[src/rtl/mem_port_arbiter.sv]
// rtl/mem_port_arbiter.sv - round-robin arbiter sharing one memory port between fetch and data sides
// Define MEM_ARB_PERF_CNT_EN to add grant and contention counters.
module mem_port_arbiter #(
    parameter int width     = 32,
    parameter int CNT_WIDTH = 16
) (
    input  logic                 clk,
    input  logic                 rst,
    input  logic                 i_read,
    input  logic [width-1:0]     i_address,
    output logic [width-1:0]     i_rdata,
    output logic                 i_resp,
    input  logic                 d_read,
    input  logic                 d_write,
    input  logic [width-1:0]     d_address,
    input  logic [width-1:0]     d_wdata,
    input  logic [width/8-1:0]   d_mbe,
    output logic [width-1:0]     d_rdata,
    output logic                 d_resp,
    output logic                 mem_read,
    output logic                 mem_write,
    output logic [width-1:0]     mem_address,
    output logic [width-1:0]     mem_wdata,
    output logic [width/8-1:0]   mem_mbe,
    input  logic [width-1:0]     mem_rdata,
    input  logic                 mem_resp
`ifdef MEM_ARB_PERF_CNT_EN
    ,
    output logic [CNT_WIDTH-1:0] i_grant_cnt,
    output logic [CNT_WIDTH-1:0] d_grant_cnt,
    output logic [CNT_WIDTH-1:0] contention_cnt
`endif
);

    typedef enum logic [1:0] {IDLE, I_BUSY, D_BUSY} state_t;

    state_t             state;
    state_t             state_next;
    logic               last_grant_d;
    logic               cap_write;
    logic [width-1:0]   cap_address;
    logic [width-1:0]   cap_wdata;
    logic [width/8-1:0] cap_mbe;
    logic               i_req;
    logic               d_req;
    logic               grant_i;
    logic               grant_d;

    assign i_req = i_read;
    assign d_req = d_read | d_write;

    // Grants are only issued from IDLE; a tie goes to the side that did not win last time.
    always_comb begin
        grant_i    = 1'b0;
        grant_d    = 1'b0;
        state_next = state;
        case (state)
            IDLE: begin
                if (i_req && d_req) begin
                    grant_i = last_grant_d;
                    grant_d = !last_grant_d;
                end else begin
                    grant_i = i_req;
                    grant_d = d_req;
                end
                if (grant_i) begin
                    state_next = I_BUSY;
                end else if (grant_d) begin
                    state_next = D_BUSY;
                end
            end
            I_BUSY, D_BUSY: begin
                if (mem_resp) begin
                    state_next = IDLE;
                end
            end
            default: state_next = IDLE;
        endcase
    end

    always_ff @(posedge clk) begin
        if (rst) begin
            state        <= IDLE;
            last_grant_d <= 1'b1;
            cap_write    <= 1'b0;
            cap_address  <= '0;
            cap_wdata    <= '0;
            cap_mbe      <= '0;
        end else begin
            state <= state_next;
            if (grant_i) begin
                cap_write    <= 1'b0;
                cap_address  <= i_address;
                cap_wdata    <= '0;
                cap_mbe      <= '1;
                last_grant_d <= 1'b0;
            end else if (grant_d) begin
                // read+write together is illegal upstream; the write wins
                cap_write    <= d_write;
                cap_address  <= d_address;
                cap_wdata    <= d_wdata;
                cap_mbe      <= d_mbe;
                last_grant_d <= 1'b1;
            end
        end
    end

    assign mem_read    = (state != IDLE) && !cap_write;
    assign mem_write   = (state != IDLE) && cap_write;
    assign mem_address = cap_address;
    assign mem_wdata   = cap_wdata;
    assign mem_mbe     = cap_mbe;

    assign i_resp  = (state == I_BUSY) && mem_resp;
    assign d_resp  = (state == D_BUSY) && mem_resp;
    assign i_rdata = i_resp ? mem_rdata : '0;
    assign d_rdata = d_resp ? mem_rdata : '0;

`ifdef MEM_ARB_PERF_CNT_EN
    always_ff @(posedge clk) begin
        if (rst) begin
            i_grant_cnt    <= '0;
            d_grant_cnt    <= '0;
            contention_cnt <= '0;
        end else begin
            if (grant_i) begin
                i_grant_cnt <= i_grant_cnt + 1'b1;
            end
            if (grant_d) begin
                d_grant_cnt <= d_grant_cnt + 1'b1;
            end
            if ((state == IDLE) && i_req && d_req) begin
                contention_cnt <= contention_cnt + 1'b1;
            end
        end
    end
`else
    // Counter width only matters when the counters are built.
    if (CNT_WIDTH < 1) begin : g_cnt_width_unused
    end
`endif

endmodule

[config.mk]
export PLATFORM = sky130hd
export DESIGN_NAME = mem_port_arbiter
export DESIGN_NICKNAME = d
export VERILOG_FILES = /design/src/rtl/mem_port_arbiter.sv
export SDC_FILE = /design/constraint.sdc
export NUM_CORES = 1
export LEC_CHECK = 0
export ABC_AREA = 0
export CAP_MARGIN = 10
export CORE_MARGIN = 2
export CORE_UTILIZATION = 32
export CTS_CLUSTER_DIAMETER = 80
export CTS_CLUSTER_SIZE = 14
export DETAILED_ROUTE_END_ITERATION = 6
export HOLD_SLACK_MARGIN = 0.15
export PLACE_DENSITY_LB_ADDON = 0.2
export SETUP_SLACK_MARGIN = 0.1
export SLEW_MARGIN = 10
export SYNTH_ARGS = -nofsm -noshare
export SYNTH_HDL_FRONTEND = slang
export SYNTH_SLANG_ARGS = --single-unit
[constraint.sdc]
create_clock -name clk -period 2.1 [get_ports clk]
set_clock_uncertainty 0.05 [all_clocks]
set_input_delay 0.525 -clock clk [delete_from_list [all_inputs] [get_ports clk]]
set_output_delay 0.525 -clock clk [all_outputs]
set_load 0.01 [all_outputs]
==> results of run 1 <==
## kinds of logic (layout without fill, tap and decap cells)
logic type,after synthesis,in the layout,share of synthesized area (%)
buf+inv,65,344,7.697
flops,72,72,37.89
simple gates,176,176,25.56
fa+ha+maj,3,3,0.9869
compound gates,149,149,27.86
## cell type report
cell class / count / area (sq um)
Fill cell: 917 / 3630
Timing Repair Buffer: 324 / 3535
Multi-Input combinational cell: 328 / 2417
Sequential cell: 72 / 1446
Clock buffer: 10 / 229.0
Tap cell: 143 / 178.9
Clock inverter: 6 / 60.06
Inverter: 4 / 20.02
## cells in the mapped netlist (all sizes together)
library cell  number  area [sq um]
o21ai             70         350.3
nand4b             1         8.760
or4b               1         10.01
a311oi            32         436.7
nand3             68         340.3
nand2b             1         6.260
o21bai             1         11.26
clkbuf            48         181.4
a21o               3         22.52
and3              64         400.4
nor2               2         7.510
inv                4         15.01
and2               2         12.51
a21boi             1         11.26
ha                 3         37.54
a21oi             35         175.2
o21ba              1         10.01
a211oi             1         7.510
nand2              2         7.510
dfxtp             72          1441
buf               13         96.34
nor2b              1         6.260
nor3              32         160.2
a31oi              4         25.02
or2                2         12.52
a21bo              1         10.01
## critical path: stages (launching register included)
cell     delay, ps
dfxtp_2        360
inv_4           50
ha_4           160
buf_6          130
buf_16         140
buf_12         130
and3_4         170
buf_6          110
## power by group through the flow
| stage | clock [W] | combinational [W] | sequential [W] |
|---|---|---|---|
| final | 0.00150 | 0.00236 | 0.00165 |
| after global placement | 0 | 0.00197 | 0.00166 |
| after floorplan | 0 | 0.000833 | 0.00174 |
| after CTS | 0.00153 | 0.00228 | 0.00165 |
| after global routing | 0.00159 | 0.00251 | 0.00167 |
| after detailed placement | 0 | 0.00200 | 0.00167 |
## metrics by stage
step           area (sq um)  cells  hold WS (ps)  util [%]
3_5_place_dp           6843    851         416.0     59.42
2_1_floorplan          3804    465         408.3         -
3_3_place_gp           6843    851         410.9     59.42
6_report               7886    887         423.6     68.48
4_1_cts                7559    887         423.5     65.63
5_1_grt                7886    887         438.8     68.48
## per-layer routing
layer	global-route usage [%]	vias up	part of all wire [%]
li1	-	2293	-
met1	33.65	2331	40
met2	40.88	226	49
met3	7.017	41	8.2
met4	9.675	0	3.0
met5	0	-	0
## registers in the layout, summed over array words and instances, names as in the netlist
name	cells
cap_write	1
last_grant_d	1
mem_address	32
mem_mbe	4
mem_wdata	32
state	2
## how the worst min path moves through the flow
stage,from,to,slack [ps]
floorplan,cap_write,cap_write,410
detailed placement,mem_wdata[31],mem_wdata[31],420
global placement,mem_wdata[15],mem_wdata[15],410
global route,mem_wdata[18],mem_wdata[18],440
finish,mem_wdata[21],mem_wdata[21],420
CTS,mem_wdata[31],mem_wdata[31],420
## what timing repair did
action                     4_1_cts  5_1_grt
buffers inserted                12        2
pin swaps                       11        2
hold buffers                     0        0
setup endpoints to repair       68       67
gates resized for setup        355       74
cloned                           8        0
==> summary.md, run 1 <==
| Metric | Value |
|---|---|
| Vias | `4891` |
| Worst hold path type | `flip-flop to flip-flop` |
| Max_cap viols | `0` |
| NumNets Final | `880` |
| Syn_nets | `606` |
| Peak Freq | `0.4630 GHz` |
| Worst Path Max Fanout | `7` |
| CP endpoint kind | `output port` |
| Final ANT Viol Nets | `0` |
| Gpl congestion | `0.8335` |
| Hold Crit Depth | `2` |
| Slew Limit Fails | `0` |
| Req. time, crit path | `1520 ps` |
| Fin. Hold Viols | `0` |
| Worst Tran Pin Value | `406.2 ps` |
| First-pass GRT wire length | `26620 microns` |
| Psw | `0.001760 W` |
| R2r endpoint | `mem_address[27]` |
| Final Setup Violations | `12` |
| Commonest cells after routing, fill and taps aside | `203 x clkdlybuf4s50_1, 70 x o21ai_0, 70 x dfxtp_1` |
| WL per Instance | `19.96 microns` |
| Post-Syn Area | `0.003804 sq mm` |
| Worst-skew pair later-pin latency | `330 ps` |
| Slew margin rel. | `72.92%` |
| Die area | `0.01277 sq mm` |
| Antenna violations before repair | `0` |
| Pin count of the biggest net entering global routing | `38` |
| Syn Inst Count | `465` |
| Final setup margin | `-59.81 ps` |
| Total grt overflow | `0` |
| DRT Wirelength | `17700 microns` |
| Crit path to | `d_rdata[30]` |
| Logic pwr share | `42.8%` |
| CTS Buf Count | `9` |
| Run status | `finished with violations` |
| Post-synthesis cell type count | `32` |
| VDD IR max | `0.5480 mV` |
| Sequential share of power | `29.9%` |
| Post-Syn Area per Cell | `8.180 sq um` |
| First-pass DRT Iterations | `7` |
| # diodes | `0` |
| Worst EP arrival | `1580 ps` |
| Synth Register Bits | `72` |
| PwrDens | `699.5 mW/mm^2` |
| Cell row count | `39` |
| Final worst path period need | `2160 ps` |
| Root Driver | `clkbuf_16` |
| Die W | `113.0 microns` |
| R2r startpoint | `state[0]` |
| Leak | `2.964 nW` |
| RSZ-0062 raised after global routing | `yes` |
| Die Ht | `113.0 microns` |
| Number of port buffers | `273` |
| CP Launch Point | `state[0]` |
| Setup tns final | `-608.8 ps` |
| Total global-route track usage | `25.80%` |
| Post-DP HPWL | `11240 microns` |
| Clock-pin slew on the worst setup and hold paths | `60 ps` |
| Sink Count | `72` |
| Reg2Reg Depth | `7` |
| # DRC | `16` |
| Clock Power Share | `27.3%` |
| Core footprint | `0.01152 sq mm` |
| DR iter-0 viols | `321` |
| Synth warn | `0` |
| IO Count | `274` |
| Fin crit share | `102.8%` |
| Int Pwr | `0.003757 W` |
| Sw frac | `31.90%` |
| CTS tree | `done` |
| Setup CP Type | `flip-flop to output port` |
| Reg2Reg Setup Slack | `200 ps` |
| CTS H-tree lvls | `3` |
| Most common cell after layout, fill and taps aside | `clkdlybuf4s50_1` |
| Setup WS pre-CTS | `-471.6 ps` |
| Final Power | `0.005517 W` |
| Via-to-Cell Ratio | `5.514` |
| CTS Buffer Depth | `2` |
| Layout cell share with drive strength beyond 1 | `31.85%` |
| Initial Utilization | `33.03%` |
| Vias in the first global route | `4899` |
| Seq/Total Area, Yosys | `37.89%` |
| Synthesis-to-layout area growth | `107.3%` |
| Violated checks | `DRC, setup timing` |
| Startpoint types | `flip-flop` |
(Power assumes the default switching activity.)
==> run 2: changes to the inputs <==
--- a/config.mk
+++ b/config.mk
@@ -8,7 +8,7 @@
 export ABC_AREA = 0
 export CAP_MARGIN = 10
 export CORE_MARGIN = 2
-export CORE_UTILIZATION = 32
+export CORE_UTILIZATION = 35
 export CTS_CLUSTER_DIAMETER = 80
 export CTS_CLUSTER_SIZE = 14
 export DETAILED_ROUTE_END_ITERATION = 6
==> run 2 against run 1 <==
  * Sequential share of layout area increased by 2.5 points
  * Die area decreased by 8.3%
  * Setup slack improved by 180 ps
  * Largest power group unchanged
  * Critical path depth decreased by 2
  * The run now ends clean
==> summary.md, run 2 (same netlist as run 1, synthesis figures left out) <==
| Metric | Value |
|---|---|
| CTS H-tree lvls | `3 (unchanged)` |
| Slew Limit Fails | `0 (unchanged)` |
| Total global-route track usage | `26.40% (was 25.80%)` |
| Post-CTS Hold Buffers | `0 (unchanged)` |
| R2r startpoint | `state[0] (unchanged)` |
| RSZ-0062 raised after global routing | `yes (unchanged)` |
| Fill count | `926 (was 917)` |
| Setup tns final | `0 ps (was -608.8 ps)` |
| Worst Path Max Fanout | `8 (was 7)` |
| Via-to-Cell Ratio | `5.508 (was 5.514)` |
| Final Core Density | `64.74% (was 68.48%)` |
| # diodes | `0 (unchanged)` |
| WL per Instance | `18.71 microns (was 19.96 microns)` |
| CTS Buf Count | `9 (unchanged)` |
| NumNets Final | `863 (was 880)` |
| CP Launch Point | `state[0] (unchanged)` |
| Most common cell after layout, fill and taps aside | `clkdlybuf4s50_1 (unchanged)` |
| Fin crit share | `94.38% (was 102.8%)` |
| Cell row count | `38 (was 39)` |
| Final worst path period need | `1982 ps (was 2160 ps)` |
| Vias in the first global route | `4719 (was 4899)` |
| CTS tree | `done (unchanged)` |
| Die W | `108.2 microns (was 113.0 microns)` |
| Gpl congestion | `0.8242 (was 0.8335)` |
| Worst hold path type | `flip-flop to flip-flop (unchanged)` |
| Met3 GRT Util | `7.474% (was 7.017%)` |
| Peak Freq | `0.5045 GHz (was 0.4630 GHz)` |
| IO Count | `274 (unchanged)` |
| Synthesis-to-layout area growth | `82.07% (was 107.3%)` |
| Grt peak-use layer | `met2 (unchanged)` |
| Fin. Hold Viols | `0 (unchanged)` |
| Reg2Reg Depth | `7 (unchanged)` |
| Die Ht | `108.2 microns (was 113.0 microns)` |
| Worst-skew pair later-pin latency | `330 ps (about the same)` |
| Total grt overflow | `0 (unchanged)` |
| Grt met1 use | `32.31% (was 33.65%)` |
| Worst min-delay path startpoint | `mem_wdata[30] (was mem_wdata[21])` |
| First-pass DRT Iterations | `5 (was 7)` |
| Vias | `4770 (was 4891)` |
| Startpoint types | `flip-flop (unchanged)` |
| Layout cell share with drive strength beyond 1 | `22.04% (was 31.85%)` |
| DR iter-0 viols | `379 (was 321)` |
| First-pass GRT wire length | `24560 microns (was 26620 microns)` |
| Req. time, crit path | `1520 ps (about the same)` |
| Die area | `0.01172 sq mm (was 0.01277 sq mm)` |
| Slew margin rel. | `80.69% (was 72.92%)` |
| Sink Count | `72 (unchanged)` |
| Final Setup Violations | `0 (was 12)` |
| Worst Tran Pin Value | `287.7 ps (was 406.2 ps)` |
| Setup CP Type | `flip-flop to output port (unchanged)` |
| Root Driver | `clkbuf_8 (was clkbuf_16)` |
| DRT Wirelength | `16210 microns (was 17700 microns)` |
| Clock-pin slew on the worst setup and hold paths | `70 ps (was 60 ps)` |
| Max_cap viols | `0 (unchanged)` |
| CP endpoint kind | `output port (unchanged)` |
| Pin count of the biggest net entering global routing | `43 (was 38)` |
| Post-DP HPWL | `11280 microns (was 11240 microns)` |
| Global routing usage on met2 | `43.85% (was 40.88%)` |
| R2r endpoint | `mem_address[6] (was mem_address[27])` |
| Worst EP arrival | `1410 ps (was 1580 ps)` |
| Leak | `2.867 nW (was 2.964 nW)` |
| VDD IR max | `0.4550 mV (was 0.5480 mV)` |
| # DRC | `0 (was 16)` |
| CTS Buffer Depth | `2 (unchanged)` |
| Antenna violations before repair | `0 (unchanged)` |
| PwrDens | `720.1 mW/mm^2 (was 699.5 mW/mm^2)` |
| Reg2Reg Setup Slack | `210 ps (was 200 ps)` |
| Final ANT Viol Nets | `0 (unchanged)` |
| Number of port buffers | `273 (unchanged)` |
| Run status | `finished clean (was finished with violations)` |
| Commonest cells after routing, fill and taps aside | `203 x clkdlybuf4s50_1, 70 x o21ai_0, 70 x dfxtp_1 (unchanged)` |
| FF+latch area | `0.001446 sq mm (unchanged)` |
| Crit path to | `i_rdata[24] (was d_rdata[30])` |
| Multi-input logic area | `0.002135 sq mm (was 0.002417 sq mm)` |
| Core footprint | `0.01070 sq mm (was 0.01152 sq mm)` |
| Initial Utilization | `35.56% (was 33.03%)` |
-- run 2: cell types whose count changed in the layout (fill, tap and decap cells not counted), sizes merged --
cell           previous run  this run
clkdlybuf4s15             1         2
bufbuf                    1         0
bufinv                    1         3
clkinvlp                  2         1
clkinv                    3         1
buf                     117       100
-- run 2: worst max-delay path, cell delays in order (launching register included) --
cell       delay (ps)
dfxtp_2           330
buf_6             110
ha_4              180
clkbuf_16         170
and3_1            140
buf_2             140
-- run 2: power breakdown --
part	internal [W]	switching, W
registers	0.00155	0.0000943
clock network	0.000786	0.000521
logic	0.00106	0.000977
total	0.00339	0.00159
-- run 2: repair_timing --
item,4_1_cts,5_1_grt
pin swaps,2,0
setup endpoints to repair,68,43
gates cloned,3,1
gates resized for setup,283,14
endpoints found under the hold margin,0,0
setup buffers,1,0
-- run 2: worst min path at each step --
stage                               end  slack, ps  depth (start not counted)
final                     mem_wdata[30]        430                          2
after global routing       mem_wdata[0]        440                          2
after CTS                 mem_wdata[24]        430                          2
after detailed placement  mem_wdata[12]        420                          2
after global placement    mem_wdata[14]        410                          2
after floorplan               cap_write        410                          2
-- run 2: cell type report --
class                   instances  share of cell area, %
well taps                     140                  2.529
clock buffers                  10                  1.843
repair buffers                307                  42.13
flip-flops and latches         72                  20.89
clock inverters                 5                  1.536
inverters                       4                 0.2529
multi-input cells             328                  30.82
-- run 2: metrics by stage --
step	total power (W)	instances	setup WS (ps)	hold WS, ps	cell area [sq um]
after floorplan	0.002573	465	366.0	408.3	3804
after global placement	0.003607	846	-452.9	410.2	6812
after detailed placement	0.003662	846	-489.4	417.4	6812
after CTS	0.004995	865	99.38	429.9	6840
after global routing	0.005236	866	69.50	443.7	6925
final	0.004987	866	117.9	428.0	6925
-- run 2: per-layer routing --
layer / routed length [microns] / part of all wire [%]
met3: 1358 / 8.4
met1: 6682 / 41
met5: 0 / 0
met4: 424 / 2.6
met2: 7740 / 48
